**config.mk**
```make
export PLATFORM = sky130hd
export DESIGN_NAME = draw_sequencer
export DESIGN_NICKNAME = d
export VERILOG_FILES = /design/src/rtl/draw_sequencer.sv
export SDC_FILE = /design/constraint.sdc
export NUM_CORES = 1
export LEC_CHECK = 0
export ABC_CLOCK_PERIOD_IN_PS = 2400
export BUFFER_PORTS_ARGS = -buffer_cell sky130_fd_sc_hd__buf_4
export CORE_MARGIN = 3
export CORE_UTILIZATION = 51
export DETAILED_ROUTE_END_ITERATION = 6
export GPL_ROUTABILITY_DRIVEN = 0
export PLACE_DENSITY = 0.9
export SLEW_MARGIN = 20
export SYNTH_ARGS = -nofsm -noshare
export SYNTH_HDL_FRONTEND = slang
export SYNTH_SLANG_ARGS = --single-unit
```
**constraint.sdc**
```tcl
create_clock -name clk -period 2.4 [get_ports clk]
set_input_delay 0.12 -clock clk [delete_from_list [all_inputs] [get_ports clk]]
set_output_delay 0.12 -clock clk [all_outputs]
set_load 0.02 [all_outputs]
```
**src/rtl/draw_sequencer.sv**
```systemverilog
// ---------------------------------------------------------------------------
// draw_sequencer
//
// Purpose:
//   Sequences a single circle-draw request. On start the request parameters
//   are latched. An optional full-screen clear pass follows, then the
//   downstream circle engine is launched. Its pixel stream is forwarded to the
//   VGA adapter write port through one register stage, with clipping, until
//   the engine reports completion. done is then held until start is released.
//
// Configuration macro:
//   DRAW_SEQUENCER_CLEAR_EN - when defined, the CLEAR pass and its x/y
//   counters are built and IDLE moves to CLEAR on start. When undefined,
//   IDLE moves straight to LAUNCH and no clear pixels are ever produced.
//
// Ports:
//   clk, rst                 single rising-edge clock, synchronous active-high reset
//   start                    request strobe, sampled in IDLE; release it to leave DONE
//   colour, centre_x,
//   centre_y, radius         circle parameters, captured when start is accepted
//   done                     request complete, held until start is sampled low
//   circ_start               run enable for the circle engine (high in DRAW)
//   circ_colour, circ_centre_x,
//   circ_centre_y, circ_radius  latched parameters presented to the circle engine
//   circ_done                circle engine finished
//   circ_x, circ_y,
//   circ_colour_in, circ_plot   pixel stream from the circle engine
//   vga_x, vga_y,
//   vga_colour, vga_plot     registered pixel write port to the VGA adapter
// ---------------------------------------------------------------------------
module draw_sequencer #(
    parameter int         SCREEN_W     = 160,
    parameter int         SCREEN_H     = 120,
    parameter logic [2:0] CLEAR_COLOUR = 3'b000
) (
    input  logic       clk,
    input  logic       rst,
    input  logic       start,
    input  logic [2:0] colour,
    input  logic [7:0] centre_x,
    input  logic [6:0] centre_y,
    input  logic [7:0] radius,
    output logic       done,
    output logic       circ_start,
    output logic [2:0] circ_colour,
    output logic [7:0] circ_centre_x,
    output logic [6:0] circ_centre_y,
    output logic [7:0] circ_radius,
    input  logic       circ_done,
    input  logic [7:0] circ_x,
    input  logic [6:0] circ_y,
    input  logic [2:0] circ_colour_in,
    input  logic       circ_plot,
    output logic [7:0] vga_x,
    output logic [6:0] vga_y,
    output logic [2:0] vga_colour,
    output logic       vga_plot
);

    typedef enum logic [2:0] {
        IDLE   = 3'd0,
        CLEAR  = 3'd1,
        LAUNCH = 3'd2,
        DRAW   = 3'd3,
        DONE   = 3'd4
    } state_t;

    // Widened screen limits so the clip compare cannot overflow the pixel width.
    localparam logic [8:0] X_LIM = 9'(SCREEN_W);
    localparam logic [7:0] Y_LIM = 8'(SCREEN_H);

`ifdef DRAW_SEQUENCER_CLEAR_EN
    localparam logic [7:0] X_LAST      = 8'(SCREEN_W - 1);
    localparam logic [6:0] Y_LAST      = 7'(SCREEN_H - 1);
    localparam state_t     AFTER_START = CLEAR;
`else
    localparam state_t     AFTER_START = LAUNCH;
`endif

    state_t     state_r;
    logic [2:0] colour_r;
    logic [7:0] centre_x_r;
    logic [6:0] centre_y_r;
    logic [7:0] radius_r;

`ifdef DRAW_SEQUENCER_CLEAR_EN
    logic [7:0] clr_x_r;
    logic [6:0] clr_y_r;
`else
    // The clear colour has no consumer when the clear pass is not built.
    logic [2:0] unused_clear_colour_s;
    assign unused_clear_colour_s = CLEAR_COLOUR;
`endif

    // True when a circle-engine pixel lies inside the visible screen.
    function automatic logic on_screen(input logic [7:0] x, input logic [6:0] y);
        return ({1'b0, x} < X_LIM) && ({1'b0, y} < Y_LIM);
    endfunction

    // The circle engine always sees the request captured at start.
    assign circ_colour   = colour_r;
    assign circ_centre_x = centre_x_r;
    assign circ_centre_y = centre_y_r;
    assign circ_radius   = radius_r;

    // Request FSM: parameter capture, clear pass, engine launch, pixel forwarding, completion.
    always_ff @(posedge clk) begin
        if (rst) begin
            state_r    <= IDLE;
            done       <= 1'b0;
            circ_start <= 1'b0;
            vga_x      <= 8'd0;
            vga_y      <= 7'd0;
            vga_colour <= 3'd0;
            vga_plot   <= 1'b0;
            colour_r   <= 3'd0;
            centre_x_r <= 8'd0;
            centre_y_r <= 7'd0;
            radius_r   <= 8'd0;
`ifdef DRAW_SEQUENCER_CLEAR_EN
            clr_x_r    <= 8'd0;
            clr_y_r    <= 7'd0;
`endif
        end else begin
            case (state_r)
                IDLE: begin
                    vga_plot <= 1'b0;
                    if (start) begin
                        colour_r   <= colour;
                        centre_x_r <= centre_x;
                        centre_y_r <= centre_y;
                        radius_r   <= radius;
`ifdef DRAW_SEQUENCER_CLEAR_EN
                        clr_x_r    <= 8'd0;
                        clr_y_r    <= 7'd0;
`endif
                        state_r    <= AFTER_START;
                    end else begin
                        state_r    <= IDLE;
                    end
                end

`ifdef DRAW_SEQUENCER_CLEAR_EN
                // Column-major sweep: y runs fastest, x advances at the bottom row.
                CLEAR: begin
                    vga_x      <= clr_x_r;
                    vga_y      <= clr_y_r;
                    vga_colour <= CLEAR_COLOUR;
                    vga_plot   <= 1'b1;
                    if (clr_y_r == Y_LAST) begin
                        clr_y_r <= 7'd0;
                        if (clr_x_r == X_LAST) begin
                            clr_x_r <= 8'd0;
                            state_r <= LAUNCH;
                        end else begin
                            clr_x_r <= clr_x_r + 8'd1;
                        end
                    end else begin
                        clr_y_r <= clr_y_r + 7'd1;
                    end
                end
`endif

                LAUNCH: begin
                    vga_plot   <= 1'b0;
                    circ_start <= 1'b1;
                    state_r    <= DRAW;
                end

                // The pixel presented alongside circ_done is still forwarded;
                // it appears on the VGA port during the first DONE cycle.
                DRAW: begin
                    vga_x      <= circ_x;
                    vga_y      <= circ_y;
                    vga_colour <= circ_colour_in;
                    vga_plot   <= circ_plot && on_screen(circ_x, circ_y);
                    if (circ_done) begin
                        circ_start <= 1'b0;
                        done       <= 1'b1;
                        state_r    <= DONE;
                    end else begin
                        state_r    <= DRAW;
                    end
                end

                DONE: begin
                    vga_plot <= 1'b0;
                    if (!start) begin
                        done    <= 1'b0;
                        state_r <= IDLE;
                    end else begin
                        state_r <= DONE;
                    end
                end

                default: begin
                    state_r    <= IDLE;
                    done       <= 1'b0;
                    circ_start <= 1'b0;
                    vga_plot   <= 1'b0;
                end
            endcase
        end
    end

endmodule

```
==> results of run 1 <==
[worst max path at each step]
stage | start | endpoint | depth (start not counted)
after floorplan | state_r[1] | circ_centre_x[0] | 5
after CTS | state_r[1] | circ_centre_x[0] | 3
after global routing | state_r[1] | circ_radius[7] | 3
final | state_r[1] | circ_centre_x[0] | 3
after detailed placement | state_r[1] | circ_radius[7] | 3
after global placement | state_r[1] | circ_colour[2] | 3
[area by class of cell]
type | instances | area share
repair buffers | 97 | 0.237
clock buffers | 6 | 0.0236
clock inverters | 2 | 0.0122
inverters | 1 | 0.00122
flip-flops and latches | 50 | 0.325
multi-input cells | 153 | 0.381
well taps | 50 | 0.0203
[registers in the layout, summed over array words and instances (netlist names)]
| name | count |
|---|---|
| vga_y | 7 |
| vga_colour | 3 |
| vga_plot | 1 |
| vga_x | 8 |
| circ_centre_y | 7 |
| circ_colour | 3 |
| circ_radius | 8 |
| done | 1 |
| state_r | 3 |
| circ_start | 1 |
| circ_centre_x | 8 |
[worst reg2reg max path, cell delays in order (launching register included)]
cell and delay (ns):
sky130_fd_sc_hd__dfxtp_1 0.41, sky130_fd_sc_hd__nor4b_4 0.40, sky130_fd_sc_hd__buf_4 0.45, sky130_fd_sc_hd__mux2i_1 0.25
[cell usage after synthesis (2+ instances only)]
cell type,number
sky130_fd_sc_hd__a21oi_1,2
sky130_fd_sc_hd__clkbuf_1,9
sky130_fd_sc_hd__dfxtp_1,50
sky130_fd_sc_hd__mux2i_1,44
sky130_fd_sc_hd__nor3b_1,3
sky130_fd_sc_hd__nor2b_1,2
sky130_fd_sc_hd__nand2b_1,84
sky130_fd_sc_hd__or2b_1,5
sky130_fd_sc_hd__buf_6,3
sky130_fd_sc_hd__buf_12,3
[metal layers]
layer | GRT usage | up-vias | share of wire
met5 | 0 | - | 0
met4 | 0.0543 | 0 | 0.012
met3 | 0.0438 | 6 | 0.052
met2 | 0.335 | 42 | 0.54
met1 | 0.204 | 818 | 0.40
li1 | - | 891 | -
[cell families after synthesis]
group           count (synthesis)  share of synthesized area
simple gates                  103                      0.298
flops                          50                      0.432
buf+inv                        18                     0.0621
compound gates                  6                     0.0178
mux                            44                      0.190
[power breakdown]
group / leakage, nW / switching, mW / total [mW] / internal, mW
clock: 0.0514 / 0.265 / 0.576 / 0.311
combinational: 0.876 / 0.179 / 0.386 / 0.207
sequential: 0.408 / 0.0396 / 0.924 / 0.885
[stage by stage]
step	hold slack, ns	cell area, um^2	std cells	worst slack [ns]	power (mW)
6_report	0.0830	3080	359	0.832	1.89
5_1_grt	0.0835	3080	359	0.720	1.97
4_1_cts	0.0824	3080	359	0.836	1.91
3_5_place_dp	0.398	2970	351	0.855	1.33
3_3_place_gp	0.388	2970	351	0.914	1.32
2_1_floorplan	0.275	2320	221	1.17	1.19
[placed cells by master (no fill, tap or decap), drive strengths merged]
cell      count
and4bb        1
nand4b        1
bufinv        1
o31a          1
clkinvlp      1
and3b         1
nand2b       84
nor2b         2
dfxtp        50
and2          1
and4          1
nand2         1
inv           1
nand4bb       1
nor4b         1
or2b          5
o21ai         1
buf          97
clkbuf        6
a2111oi       1
nor3b         3
a22o          1
a21oi         2
mux2i        44
nand4         1
==> key figures, run 1 <==
Yosys
  • Post-synth EDFFs: 0
  • Per-instance average area after synthesis: 10.5 um^2
  • Sequential fraction of the synthesis area: 0.432
  • Nets in the synthesized netlist: 270
  • Top cell type's share of synthesized area: 0.432
  • Yosys warning total: 0
  • Count of state elements after synthesis: 50
  • Post-synthesis async set-or-reset flop share: 0
  • Post-synthesis cell type count: 26
  • Cell type contributing the most total cell area after synthesis: sky130_fd_sc_hd__dfxtp_1
  • Leading post-synthesis cells by cell area: sky130_fd_sc_hd__dfxtp_1 43%, sky130_fd_sc_hd__nand2b_1 23%, sky130_fd_sc_hd__mux2i_1 19%
  • Synthesized area: 2320 um^2
  • Gate count after technology mapping: 221
  • Main synth FF type: sky130_fd_sc_hd__dfxtp_1

Floorplan
  • Std-Cell Rows: 23
  • Die Footprint: 5390 um^2
  • Die width: 73.4 um
  • Chip Height: 73.4 um
  • Core area: 4200 um^2
  • Boundary Pins: 96
  • Initial cell density of the core: 0.551

Pwr
  • Pwr per Cell Area: 613 nW/um^2
  • Maximum VDD drop: 0.425 mV
  • Leakage Power: 1.34 nW

Worst hold path
  • Worst Min Path Start: centre_y[5]
  • Sink of the worst hold path: circ_centre_y[5]
  • Cell depth of the worst min-delay path: 3
  • Worst hold-check path type: in2reg

GRT
  • Wire length of the first global-routing pass: 7780 um
  • GRT Util Overall: 0.181
  • Initial antenna violation count: 0
  • GRT overflow: 0
  • Maximum number of pins on one net before global-route repair: 94
  • Vias in the first global route: 1756

Clock network
  • Cell at the root of the clock tree: sky130_fd_sc_hd__clkbuf_8
  • Resized Gates After CTS: 0
  • Clock transition at the registers of the reported paths: 0.09 ns
  • Clock Tree Buf Depth: 2
  • TritonCTS clock tree: built
  • Number of buffers added by the clock tree synthesis step: 5
  • Worst skew pair latency: 0.29 ns
  • Level count of the clock H-tree: 2
  • Number of clock sinks seen by CTS: 50
  • Post-CTS Setup Repair Bufs: 0
  • Hold bufs inserted after CTS: 0

STA
  • Fin. Hold Viols: 0
  • RSZ-0062 raised after global routing: false
  • Max-slew violation count: 0
  • Tightest slew margin relative to the limit: 0.597
  • Post-layout min period: 1.57 ns
  • Fmax achieved: 0.638 GHz
  • Final setup violation count: 0
  • Final clock skew: 0.00634 ns
  • Total negative slack: 0 ns
  • Portion of the clock cycle consumed by the worst path in the final layout: 0.653
  • Slew of the pin with the lowest slew margin: 0.604 ns

Worst setup path
  • Crit path max-delay cell type: sky130_fd_sc_hd__buf_4
  • Reg-to-reg endpoint: circ_centre_x[0]
  • Cell family contributing the most delay on the critical path: buffers and inverters
  • CP arrival: 1.79 ns
  • Worst R2R Start: state_r[1]
  • Buffers and inverters on the worst path: 1
  • CP cell instances: nor4b_4, buf_4, mux2i_1
  • Setup slack of the most critical reg-to-reg path: 0.83 ns
  • Delay of the slowest cell on the worst path: 0.45 ns
  • Highest fanout seen on the critical path: 25
  • Worst setup SP type: flip-flop
  • Nature of the critical path endpoint: flip-flop
  • Required time at the endpoint of the critical path: 2.63 ns
  • Critical path type: reg2reg
  • Worst Reg2Reg Path Length in Cells: 3

Cells and area
  • Area added between synthesis and finish: 32.8%
  • Multi-input combinational cell area: 1170 um^2
  • Fraction of final layout cells with drive strength greater than 1: 0.346
  • Antenna diode instance count: 0
  • Fillers: 321
  • Post-route core utilization: 0.732
  • Sequential cell area: 1000 um^2
  • Nets@finish: 357

Detailed routing
  • Via/cell ratio: 4.89
  • Via Count: 1757
  • Post-route DRC violation count: 0
  • Number of iterations in the first detailed-routing pass: 4
  • Antenna-violating nets left: 0
  • Total length of routed wires: 4870 um
  • Number of DRC violations after detailed-routing iteration 0: 89
  • Routed wire per std cell: 13.6 um

Status
  • Result of the run: completed

Place
  • Estimated wirelength of the detail-placed design: 3580 um
  • # port buffers: 95

Job
  • Count of max-cap constraint violations: 0
No activity file was read; power rests on OpenSTA's default activity.
==> run 2, diff against run 1 <==
--- a/config.mk
+++ b/config.mk
@@ -5,13 +5,14 @@
 export SDC_FILE = /design/constraint.sdc
 export NUM_CORES = 1
 export LEC_CHECK = 0
-export ABC_CLOCK_PERIOD_IN_PS = 2400
+export ABC_AREA = 1
+export ABC_CLOCK_PERIOD_IN_PS = 1500
 export BUFFER_PORTS_ARGS = -buffer_cell sky130_fd_sc_hd__buf_4
 export CORE_MARGIN = 3
-export CORE_UTILIZATION = 51
+export CORE_UTILIZATION = 44
 export DETAILED_ROUTE_END_ITERATION = 6
 export GPL_ROUTABILITY_DRIVEN = 0
-export PLACE_DENSITY = 0.9
+export PLACE_DENSITY = 0.84
 export SLEW_MARGIN = 20
 export SYNTH_ARGS = -nofsm -noshare
 export SYNTH_HDL_FRONTEND = slang
==> constraint.sdc (replaced) <==
create_clock -name clk -period 1.5 [get_ports clk]
set_input_delay 0.075 -clock clk [delete_from_list [all_inputs] [get_ports clk]]
set_output_delay 0.075 -clock clk [all_outputs]
set_load 0.02 [all_outputs]
==> run 2 against run 1 <==
Cell count up 4.7%. Flip-flop and latch count unchanged. Global-route usage down 0.13 points. Clock power up 59%. Synthesized cell count up 5.0%. Sequential power up 61%. Register-to-register slack worse by 0.54 ns. Die area down 8.2%. Area after synthesis down 21%. Critical endpoint is now circ_centre_y[1]. Largest cell class is now flip-flops and latches. Highest routed layer unchanged.
==> key figures, run 2 <==
Status
  • Result of the run: completed

Clock network
  • Clock Tree Buf Depth: 2
  • Cell at the root of the clock tree: sky130_fd_sc_hd__clkbuf_8
  • Number of clock sinks seen by CTS: 50
  • Level count of the clock H-tree: 2
  • Clock transition at the registers of the reported paths: 0.08 ns
  • TritonCTS clock tree: built
  • Worst skew pair latency: 0.30 ns
  • Resized Gates After CTS: 0
  • Number of buffers added by the clock tree synthesis step: 5

Worst hold path
  • Worst hold-check path type: in2reg

Detailed routing
  • Post-route DRC violation count: 0
  • Number of iterations in the first detailed-routing pass: 4
  • Routed wire per std cell: 11.9 um
  • Number of DRC violations after detailed-routing iteration 0: 125
  • Antenna-violating nets left: 0
  • Via/cell ratio: 4.70
  • Total length of routed wires: 4480 um
  • Via Count: 1768

Pwr
  • Pwr per Cell Area: 1140 nW/um^2
  • Maximum VDD drop: 1.00 mV
  • Leakage Power: 1.25 nW

STA
  • Post-layout min period: 1.27 ns
  • Max-slew violation count: 0
  • RSZ-0062 raised after global routing: false
  • Final clock skew: 0.00292 ns
  • Portion of the clock cycle consumed by the worst path in the final layout: 0.844
  • Slew of the pin with the lowest slew margin: 0.267 ns
  • Fmax achieved: 0.790 GHz
  • Fin. Hold Viols: 0
  • Total negative slack: 0 ns
  • Final setup violation count: 0
  • Tightest slew margin relative to the limit: 0.822

GRT
  • GRT overflow: 0
  • Maximum number of pins on one net before global-route repair: 29
  • Vias in the first global route: 1561
  • GRT Util Overall: 0.180
  • Initial antenna violation count: 0
  • Wire length of the first global-routing pass: 7070 um

Floorplan
  • Core area: 3830 um^2
  • Die Footprint: 4950 um^2
  • Std-Cell Rows: 22
  • Boundary Pins: 96
  • Initial cell density of the core: 0.476
  • Die width: 70.3 um
  • Chip Height: 70.3 um

Yosys
  • Post-synth EDFFs: 0
  • Sequential fraction of the synthesis area: 0.550
  • Top cell type's share of synthesized area: 0.550
  • Yosys warning total: 0
  • Cell type contributing the most total cell area after synthesis: sky130_fd_sc_hd__dfxtp_1
  • Post-synthesis async set-or-reset flop share: 0
  • Post-synthesis cell type count: 22
  • Synthesized area: 1820 um^2
  • Leading post-synthesis cells by cell area: sky130_fd_sc_hd__dfxtp_1 55%, sky130_fd_sc_hd__nor2_1 19%, sky130_fd_sc_hd__o21ai_0 12%
  • Main synth FF type: sky130_fd_sc_hd__dfxtp_1
  • Count of state elements after synthesis: 50
  • Nets in the synthesized netlist: 281
  • Synth top cells by count: 91 x sky130_fd_sc_hd__nor2_1, 50 x sky130_fd_sc_hd__dfxtp_1, 45 x sky130_fd_sc_hd__o21ai_0
  • Leading cell type by number of instances after synthesis: sky130_fd_sc_hd__nor2_1
  • Gate count after technology mapping: 232
  • Per-instance average area after synthesis: 7.85 um^2

Worst setup path
  • Cell family contributing the most delay on the critical path: buffers and inverters
  • CP arrival: 1.50 ns
  • Highest fanout seen on the critical path: 26
  • Critical path depth: 6
  • CP cell instances: dlygate4sd3_1, buf_4, inv_1, buf_4, o21ai_0, nor2_1
  • Setup slack of the most critical reg-to-reg path: 0.29 ns
  • Nature of the critical path endpoint: flip-flop
  • Crit path max-delay cell type: sky130_fd_sc_hd__dlygate4sd3_1
  • Endpoint of the most critical setup path: circ_centre_y[1]
  • Required time at the endpoint of the critical path: 1.74 ns
  • Delay of the slowest cell on the worst path: 0.54 ns
  • Worst R2R Start: state_r[1]
  • Buffers and inverters on the worst path: 4
  • Reg-to-reg endpoint: circ_centre_y[1]
  • Critical path type: in2reg
  • Cell with the most instances on the worst path: sky130_fd_sc_hd__buf_4
  • Critical Path Start: rst
  • Worst setup SP type: input pin
  • Worst Reg2Reg Path Length in Cells: 5

Place
  • # port buffers: 95
  • Total placed instance area: 2540 um^2
  • Estimated wirelength of the detail-placed design: 3350 um

Job
  • Count of max-cap constraint violations: 0

Cells and area
  • Fraction of final layout cells with drive strength greater than 1: 0.338
  • Nets@finish: 376
  • Multi-input combinational cell area: 698 um^2
  • Post-route cell area: 2660 um^2
  • Antenna diode instance count: 0
  • Commonest cells after routing, fill and taps aside: 99 x sky130_fd_sc_hd__buf_4, 91 x sky130_fd_sc_hd__nor2_1, 50 x sky130_fd_sc_hd__dfxtp_1, 45 x sky130_fd_sc_hd__o21ai_0, 9 x sky130_fd_sc_hd__nand2_1
  • Sequential cell area: 1000 um^2
  • Fillers: 337
  • Area added between synthesis and finish: 46.0%
  • Commonest non-fill, non-tap cell in the layout: sky130_fd_sc_hd__buf_4
run 2: report_power, final:
part           total [mW]  internal (mW)  leakage [nW]  switching (mW)
sequential           1.49           1.43         0.410          0.0602
clock               0.918          0.499        0.0524           0.419
combinational       0.628          0.286         0.788           0.342
run 2: area by class of cell:
class / instances / area share
inverters: 9 / 0.0146
well taps: 48 / 0.0226
clock buffers: 7 / 0.0287
repair buffers: 100 / 0.283
flip-flops and latches: 50 / 0.377
clock inverters: 1 / 0.0113
multi-input cells: 161 / 0.263
run 2: worst min path at each step:
stage,from,to,slack (ns),cells past startpoint
floorplan,rst,state_r[0],0.14,1
global placement,rst,state_r[1],0.27,2
detailed placement,rst,state_r[1],0.27,2
CTS,circ_x[1],vga_x[1],0.02,3
global route,centre_y[0],circ_centre_y[0],0.02,3
finish,circ_x[4],vga_x[4],0.02,3
run 2: tightest hold or removal path, cell delays in order:
cell	delay [ns]
sky130_fd_sc_hd__buf_4	0.07
sky130_fd_sc_hd__o21ai_0	0.07
sky130_fd_sc_hd__nor2_1	0.07
run 2: per-stage QoR:
step	std cells	power [mW]	setup WS (ns)	hold WS (ns)	util
after global routing	376	3.19	0.145	0.0171	0.695
after CTS	376	3.06	0.252	0.0191	0.695
after floorplan	232	1.88	0.471	0.144	-
after global placement	367	2.14	0.365	0.274	0.664
final	376	3.04	0.234	0.0242	0.695
after detailed placement	367	2.15	0.319	0.275	0.664
run 2: cell families after synthesis:
group,share of synthesized area
AND/OR/NAND/NOR,0.245
flip-flops,0.550
AO/OA/AOI/OAI,0.138
buffers and inverters,0.0667
run 2: what timing repair did:
action | in CTS | in global routing
hold buffers | 1 | 0
endpoints found under the hold margin | 4 | 0
buffers inserted | 0 | 0
run 2: metal layers:
| layer | vias to the layer above | part of all wire | track usage |
|---|---|---|---|
| met3 | 8 | 0.058 | 0.0633 |
| met2 | 55 | 0.51 | 0.308 |
| met1 | 773 | 0.41 | 0.205 |
| li1 | 932 | - | - |
| met5 | - | 0 | 0 |
| met4 | 0 | 0.021 | 0.0638 |
